[config.mk]
export PLATFORM = sky130hd
export DESIGN_NAME = alt_vipcti121_is2vid_read_buffer
export DESIGN_NICKNAME = d
export VERILOG_FILES = /design/src/rtl/alt_vipcti121_is2vid_read_buffer.sv
export SDC_FILE = /design/constraint.sdc
export NUM_CORES = 1
export LEC_CHECK = 0
export CORE_MARGIN = 3
export CORE_UTILIZATION = 30
export CTS_BUF_LIST = sky130_fd_sc_hd__clkbuf_8
export DETAILED_ROUTE_END_ITERATION = 16
export PLACE_DENSITY = 0.62
export SYNTH_ARGS = -nofsm -noshare
export SYNTH_HDL_FRONTEND = slang
export SYNTH_SLANG_ARGS = --single-unit
[constraint.sdc]
create_clock -name clk -period 4.8 [get_ports clk]
set_input_delay 0.72 -clock clk [delete_from_list [all_inputs] [get_ports clk]]
set_output_delay 0.72 -clock clk [all_outputs]
set_load 0.03 [all_outputs]
[src/rtl/alt_vipcti121_is2vid_read_buffer.sv]
// Output-side read buffer: pops packed words from a show-ahead FIFO and presents
// them whole (HD) or serialised one BPS sample per cycle, plane 0 first (SD convert).
module alt_vipcti121_is2vid_read_buffer #(
  parameter int unsigned DATA_WIDTH              = 20,
  parameter int unsigned NUMBER_OF_COLOUR_PLANES = 2,
  parameter int unsigned BPS                     = 10
) (
  input  logic                  clk,
  input  logic                  rst,
  input  logic                  convert,
  input  logic                  hd_sdn,
  input  logic                  flush,
  input  logic                  empty_in,
  input  logic [DATA_WIDTH-1:0] data_in,
  input  logic                  packet_in,
  output logic                  rdreq_out,
  input  logic                  rdreq_in,
  output logic                  valid_out,
  output logic [DATA_WIDTH-1:0] data_out,
  output logic                  packet_out
);

  localparam int unsigned NP   = NUMBER_OF_COLOUR_PLANES;
  localparam int unsigned CntW = $clog2(NP + 1);
  localparam int unsigned SelW = (NP > 1) ? $clog2(NP) : 1;

  function automatic logic [BPS-1:0] f_plane(input logic [DATA_WIDTH-1:0] d,
                                             input logic [SelW-1:0]       s);
    return d[s*BPS +: BPS];
  endfunction

  logic [DATA_WIDTH-1:0] r_buf_data;
  logic [CntW-1:0]       r_count;
  logic [SelW-1:0]       r_sel;
  logic                  r_buf_packet;
  logic                  r_mode_hd;
  logic                  r_mode_cv;
  logic                  r_valid;
  logic [DATA_WIDTH-1:0] r_data_out;
  logic                  r_packet_out;

  logic w_load;
  logic w_serve;

  // Reload overlaps the serve of the last sample so a held request never bubbles.
  assign w_load  = !empty_in && !flush &&
                   ((r_count == '0) || (rdreq_in && (r_count == CntW'(1))));
  assign w_serve = rdreq_in && (r_count != '0) && !flush;

  assign rdreq_out  = w_load;
  assign valid_out  = r_valid;
  assign data_out   = r_data_out;
  assign packet_out = r_packet_out;

  always_ff @(posedge clk or posedge rst) begin
    if (rst) begin
      r_buf_data   <= '0;
      r_count      <= '0;
      r_sel        <= '0;
      r_buf_packet <= 1'b0;
      r_mode_hd    <= 1'b0;
      r_mode_cv    <= 1'b0;
      r_valid      <= 1'b0;
      r_data_out   <= '0;
      r_packet_out <= 1'b0;
    end else if (flush) begin
      r_count      <= '0;
      r_sel        <= '0;
      r_buf_packet <= 1'b0;
      r_valid      <= 1'b0;
    end else begin
      if (w_serve) begin
        r_valid      <= 1'b1;
        r_packet_out <= r_buf_packet;
        r_count      <= r_count - CntW'(1);
        if (r_mode_hd) begin
          r_data_out <= r_buf_data;
        end else if (r_mode_cv) begin
          r_data_out <= DATA_WIDTH'(f_plane(r_buf_data, r_sel));
          r_sel      <= r_sel + SelW'(1);
        end else begin
          r_data_out <= DATA_WIDTH'(f_plane(r_buf_data, '0));
        end
      end else begin
        r_valid <= 1'b0;
      end
      // Mode is captured with the word so mid-word mode changes cannot corrupt it.
      if (w_load) begin
        r_buf_data   <= data_in;
        r_buf_packet <= packet_in;
        r_sel        <= '0;
        r_mode_hd    <= hd_sdn;
        r_mode_cv    <= convert;
        r_count      <= (!hd_sdn && convert) ? CntW'(NP) : CntW'(1);
      end
    end
  end

endmodule

Word-level counts from Yosys, hierarchy flattened
Index checks and enable logic that the tools add are counted.

Add/sub/neg operators: 2. Multiply operators: 1. Eq/ne operators: 2. Shifts and indexed selects: 1. Mux-type cells: 15. Bitwise operators: 1. Reduce and logical (&&, ||, !) cells: 18.

Operators by type and width (count): 20-bit two-way mux (1); 20-bit by 6-bit indexed part select with 10-bit output (1); 10-bit two-way mux (1); 1-bit two-way mux (9); 2-bit two-way mux (4); 1-bit logical AND (6); 3-bit nonzero test (2); 1-bit by 3-bit multiplier with 4-bit output, second input constant (1); 2-bit AND reduction (2); 2-bit nonzero test (2); 1-bit zero test (3); 3-bit != test, second input constant (1); 3-bit AND reduction (1); 2-bit by 1-bit equality test with 1-bit output, second input constant (1); 2-bit zero test (1); 2-bit by 1-bit subtractor with 2-bit output, second input constant (1); 1-bit adder, second input constant (1); 1-bit logical OR (1); 1-bit NOT (1).

Register bits: 48. Output and inout port bits: 23. Logic and storage cells: 49.

Longest topological paths before layout
Word-level depth: 6. Depth in mapped cells: 8.

Least setup slack after synthesis
Ideal clock, no wire load.

Path type: input to output. Start: input port rdreq_in. End: output port rdreq_out. Arrival: 1.309 ns. Required time: 4.080 ns. Path slack: 2.771 ns. Stages on the path: 3. Buffers on the path: 1. Cells stage by stage: a21oi_2 nor3_4 buf_6.

Longest elaborated chain between the ends: 3.

Ends and longest elaborated chain: start, declared (RTL line 17) `input logic rdreq_in,`; 1-bit logical AND (RTL line 47) `((r_count == '0) || (rdreq_in && (r_count == CntW'(1))));`; 1-bit logical OR (RTL line 47); 1-bit logical AND (RTL line 46) `assign w_load = !empty_in && !flush &&`; end, declared (RTL line 16) `output logic rdreq_out,`.

Every way passes these cells.

Final worst setup path
Start: input port flush. End: output port rdreq_out.

Longest elaborated chain between the ends: 3.

Ends and longest elaborated chain: start, declared (RTL line 12) `input logic flush,`; 1-bit zero test (RTL line 46); 1-bit logical AND (2 in a row) (RTL line 46).

Every way passes these cells.

==> impl_metrics.py <==
metrics = {
    "timing": {
        "hold_viol_final": 0,
        "slew_headroom": 0.306,
        "fmax_mhz": 345,
        "finalClockSkew_ns": 0.00846,
        "rsz0062_at_grt": "false",
        "fin_tns_setup_ns": 0,
        "finalSetupViolCount": 0,
        "post-route-period-util": 0.603,
        "fin_crit_ns": 2.90,
        "worstMarginPinSlew_ns": 1.04,
        "setup_ws_ns": 1.90,
        "slew_viol_final": 0,
    },
    "route": {
        "dr.pass1.iters": 4,
        "via_count": 1391,
        "totalWireLength_microns": 4400,
        "via_per_inst": 4.32,
        "postRouteAntennaNets": 0,
        "post_drt_wl_per_cell_microns": 13.7,
        "drt_iter0_drc": 68,
        "drc": 0,
    },
    "power": {
        "clkPwrFrac": 0.150,
        "swShare": 0.380,
        "power.density_mw_per_mm2": 611,
        "combPwrFrac": 0.420,
        "p_int_uw": 1050,
        "pwr-share-seq": 0.430,
        "vdd_drop_max_uv": 137,
        "power_leakage_uw": 0.00118,
        "p_sw_uw": 641,
    },
    "finish": {
        "final_area_sq_mm": 0.00276,
        "mostFrequentLayoutCells": "50 x clkdlybuf4s50_1, 48 x dfrtp_1, 33 x nand2_1",
        "diodes": 0,
        "syn2layout_area_growth_pct": 30.2,
        "final_common_cell": "clkdlybuf4s50_1",
        "fillers": 697,
        "nets": 256,
        "drive_gt1_frac": 0.235,
        "fin_util": 0.405,
    },
    "status": {
        "outcome": "completed",
    },
    "min_path": {
        "hold_class": "flop to flop",
        "worstHoldStart": "data_out[13]",
        "hold-path-endpoint": "data_out[13]",
        "hold_depth": 2,
    },
    "synthesis": {
        "synth_seq_cells": 48,
        "ys_types": 28,
        "synth_nets": 207,
        "postSynthAreaPerCell_sq_um": 12.0,
        "syn_area_sq_mm": 0.00212,
        "yosysWarnings": 0,
        "ys_seq_area_frac": 0.566,
        "synthCells": 177,
    },
    "global_routing": {
        "grt_pass1_wl_microns": 7490,
        "grt_antenna_before_repair": 0,
        "grt_overflow": 0,
        "grt_max_degree": 49,
        "grt_pass1_vias": 1495,
        "track_usage": 0.115,
    },
    "place": {
        "dp_hpwl_microns": 3110,
        "port_buffers": 50,
        "placed_area_sq_mm": 0.00267,
        "pre_cts_ws_ns": 1.77,
        "gp_congestion": 0.755,
    },
    "clock_tree": {
        "cts.path.max_buffers": 2,
        "cts_setup_buffers": 0,
        "cts_root_buffer": "clkbuf_8",
        "cts_tree": "done",
        "clk_latency_ns": 0.30,
        "cts.sinks": 48,
        "cts_resized": 0,
        "numCtsBuffers": 5,
        "h-tree-depth": 2,
        "clk_pin_slew_ns": 0.08,
        "cts-hold-fix-buffers": 0,
    },
    "worst_setup_path": {
        "reg2reg_slack_ns": 2.48,
        "critPathMaxFanout": 8,
        "worstSetupEndpointType": "primary output",
        "regToRegStartpoint": "r_count[0]",
        "cp.required_ns": 4.08,
        "reg2regPathDepth": 6,
        "worstSetupStartpoint": "flush",
        "worstPathArrival_ns": 2.18,
        "reg2reg_to": "data_out[7]",
        "startpoint_type": "input pin",
        "critPathKind": "input pin to primary output",
    },
    "job": {
        "drv_cap": 0,
    },
    "die": {
        "row_count": 30,
        "die_w_microns": 90.1,
        "io_pins": 51,
        "fp.coreArea_sq_mm": 0.00683,
        "initial_core_util": 0.311,
        "die_area_sq_mm": 0.00812,
        "die_h_microns": 90.1,
    },
}
metrics by stage:
| stage | hold WS [ns] | power [uW] | cells |
|---|---|---|---|
| after floorplan | 0.432 | 1200 | 177 |
| after global placement | 0.453 | 1440 | 315 |
| after detailed placement | 0.463 | 1460 | 315 |
| after CTS | 0.482 | 1720 | 322 |
| after global routing | 0.500 | 1810 | 322 |
| final | 0.478 | 1690 | 322 |
sequential cells by signal, summed over array words and instances, names as in the netlist:
register / count
data_out: 20
r_buf_data: 20
r_count: 2
packet_out: 1
r_buf_packet: 1
r_mode_cv: 1
r_mode_hd: 1
r_sel: 1
valid_out: 1
Yosys cell counts:
library cell	instances	area [sq um]
dfrtp_1	48	1200
or3b_1	1	8.76
ha_1	2	25.0
nor4bb_1	1	10.0
or4b_2	1	10.0
a21oi_2	18	158
inv_1	3	11.3
nand4b_1	1	8.76
nand2_1	33	124
and2b_1	1	7.51
buf_2	3	15.0
nand3_1	10	50.1
xnor2_1	2	17.5
nand3b_1	1	7.51
clkinv_4	1	8.76
o311ai_2	1	16.3
mux2_2	22	248
nand2b_1	2	12.5
nor2b_1	1	6.26
mux2_1	1	11.3
buf_6	6	67.6
and3b_1	1	8.76
nor2_1	10	37.5
nor3_1	1	5.00
o31ai_1	1	7.51
or4_1	1	7.51
a21oi_1	3	15.0
nor3_4	1	16.3
worst max-delay path by stage:
stage,slack (ns),to,depth (start not counted)
after floorplan,2.77,rdreq_out,3
after global placement,1.82,data_out[7],5
after detailed placement,1.77,data_out[16],5
after CTS,1.89,rdreq_out,3
after global routing,1.83,rdreq_out,3
final,1.90,rdreq_out,3
power by group through the flow:
stage | registers (uW) | logic, uW | clock network [uW]
after floorplan | 849 | 347 | 0
after global placement | 736 | 705 | 0
after detailed placement | 739 | 723 | 0
after CTS | 731 | 723 | 266
after global routing | 754 | 774 | 281
final | 726 | 709 | 254
kinds of logic (layout without fill, tap and decap cells):
group | after synthesis | after routing | synth area share
flip-flops | 48 | 48 | 0.566
adder cells (fa/ha/maj) | 2 | 2 | 0.0118
AO/OA/AOI/OAI | 23 | 23 | 0.0926
AND/OR/NAND/NOR | 66 | 66 | 0.151
multiplexers | 23 | 23 | 0.122
buffers and inverters | 13 | 62 | 0.0483
XOR/XNOR | 2 | 2 | 0.00826
per-layer routing:
layer / GRT usage / routed length [microns] / vias to the layer above / share of wire
li1: - / - / 699 / -
met5: 0 / 0 / - / 0
met3: 0.0385 / 209 / 5 / 0.048
met2: 0.186 / 2090 / 33 / 0.48
met1: 0.144 / 2030 / 654 / 0.46
met4: 0.0383 / 70 / 0 / 0.016
worst max-delay path, cell delays in order:
cell,delay (ns)
clkdlybuf4s50_1,0.55
nor3_4,0.22
clkdlybuf4s50_1,0.69
layout make-up:
class                           count  area (sq um)  area share
Timing Repair Buffer               51           508       0.184
Sequential cell                    48          1200       0.435
Tap cell                           96           120      0.0435
Multi-Input combinational cell    116           818       0.296
Inverter                            4          20.0     0.00724
Clock buffer                        7          96.3      0.0349
(Power assumes the default switching activity.)
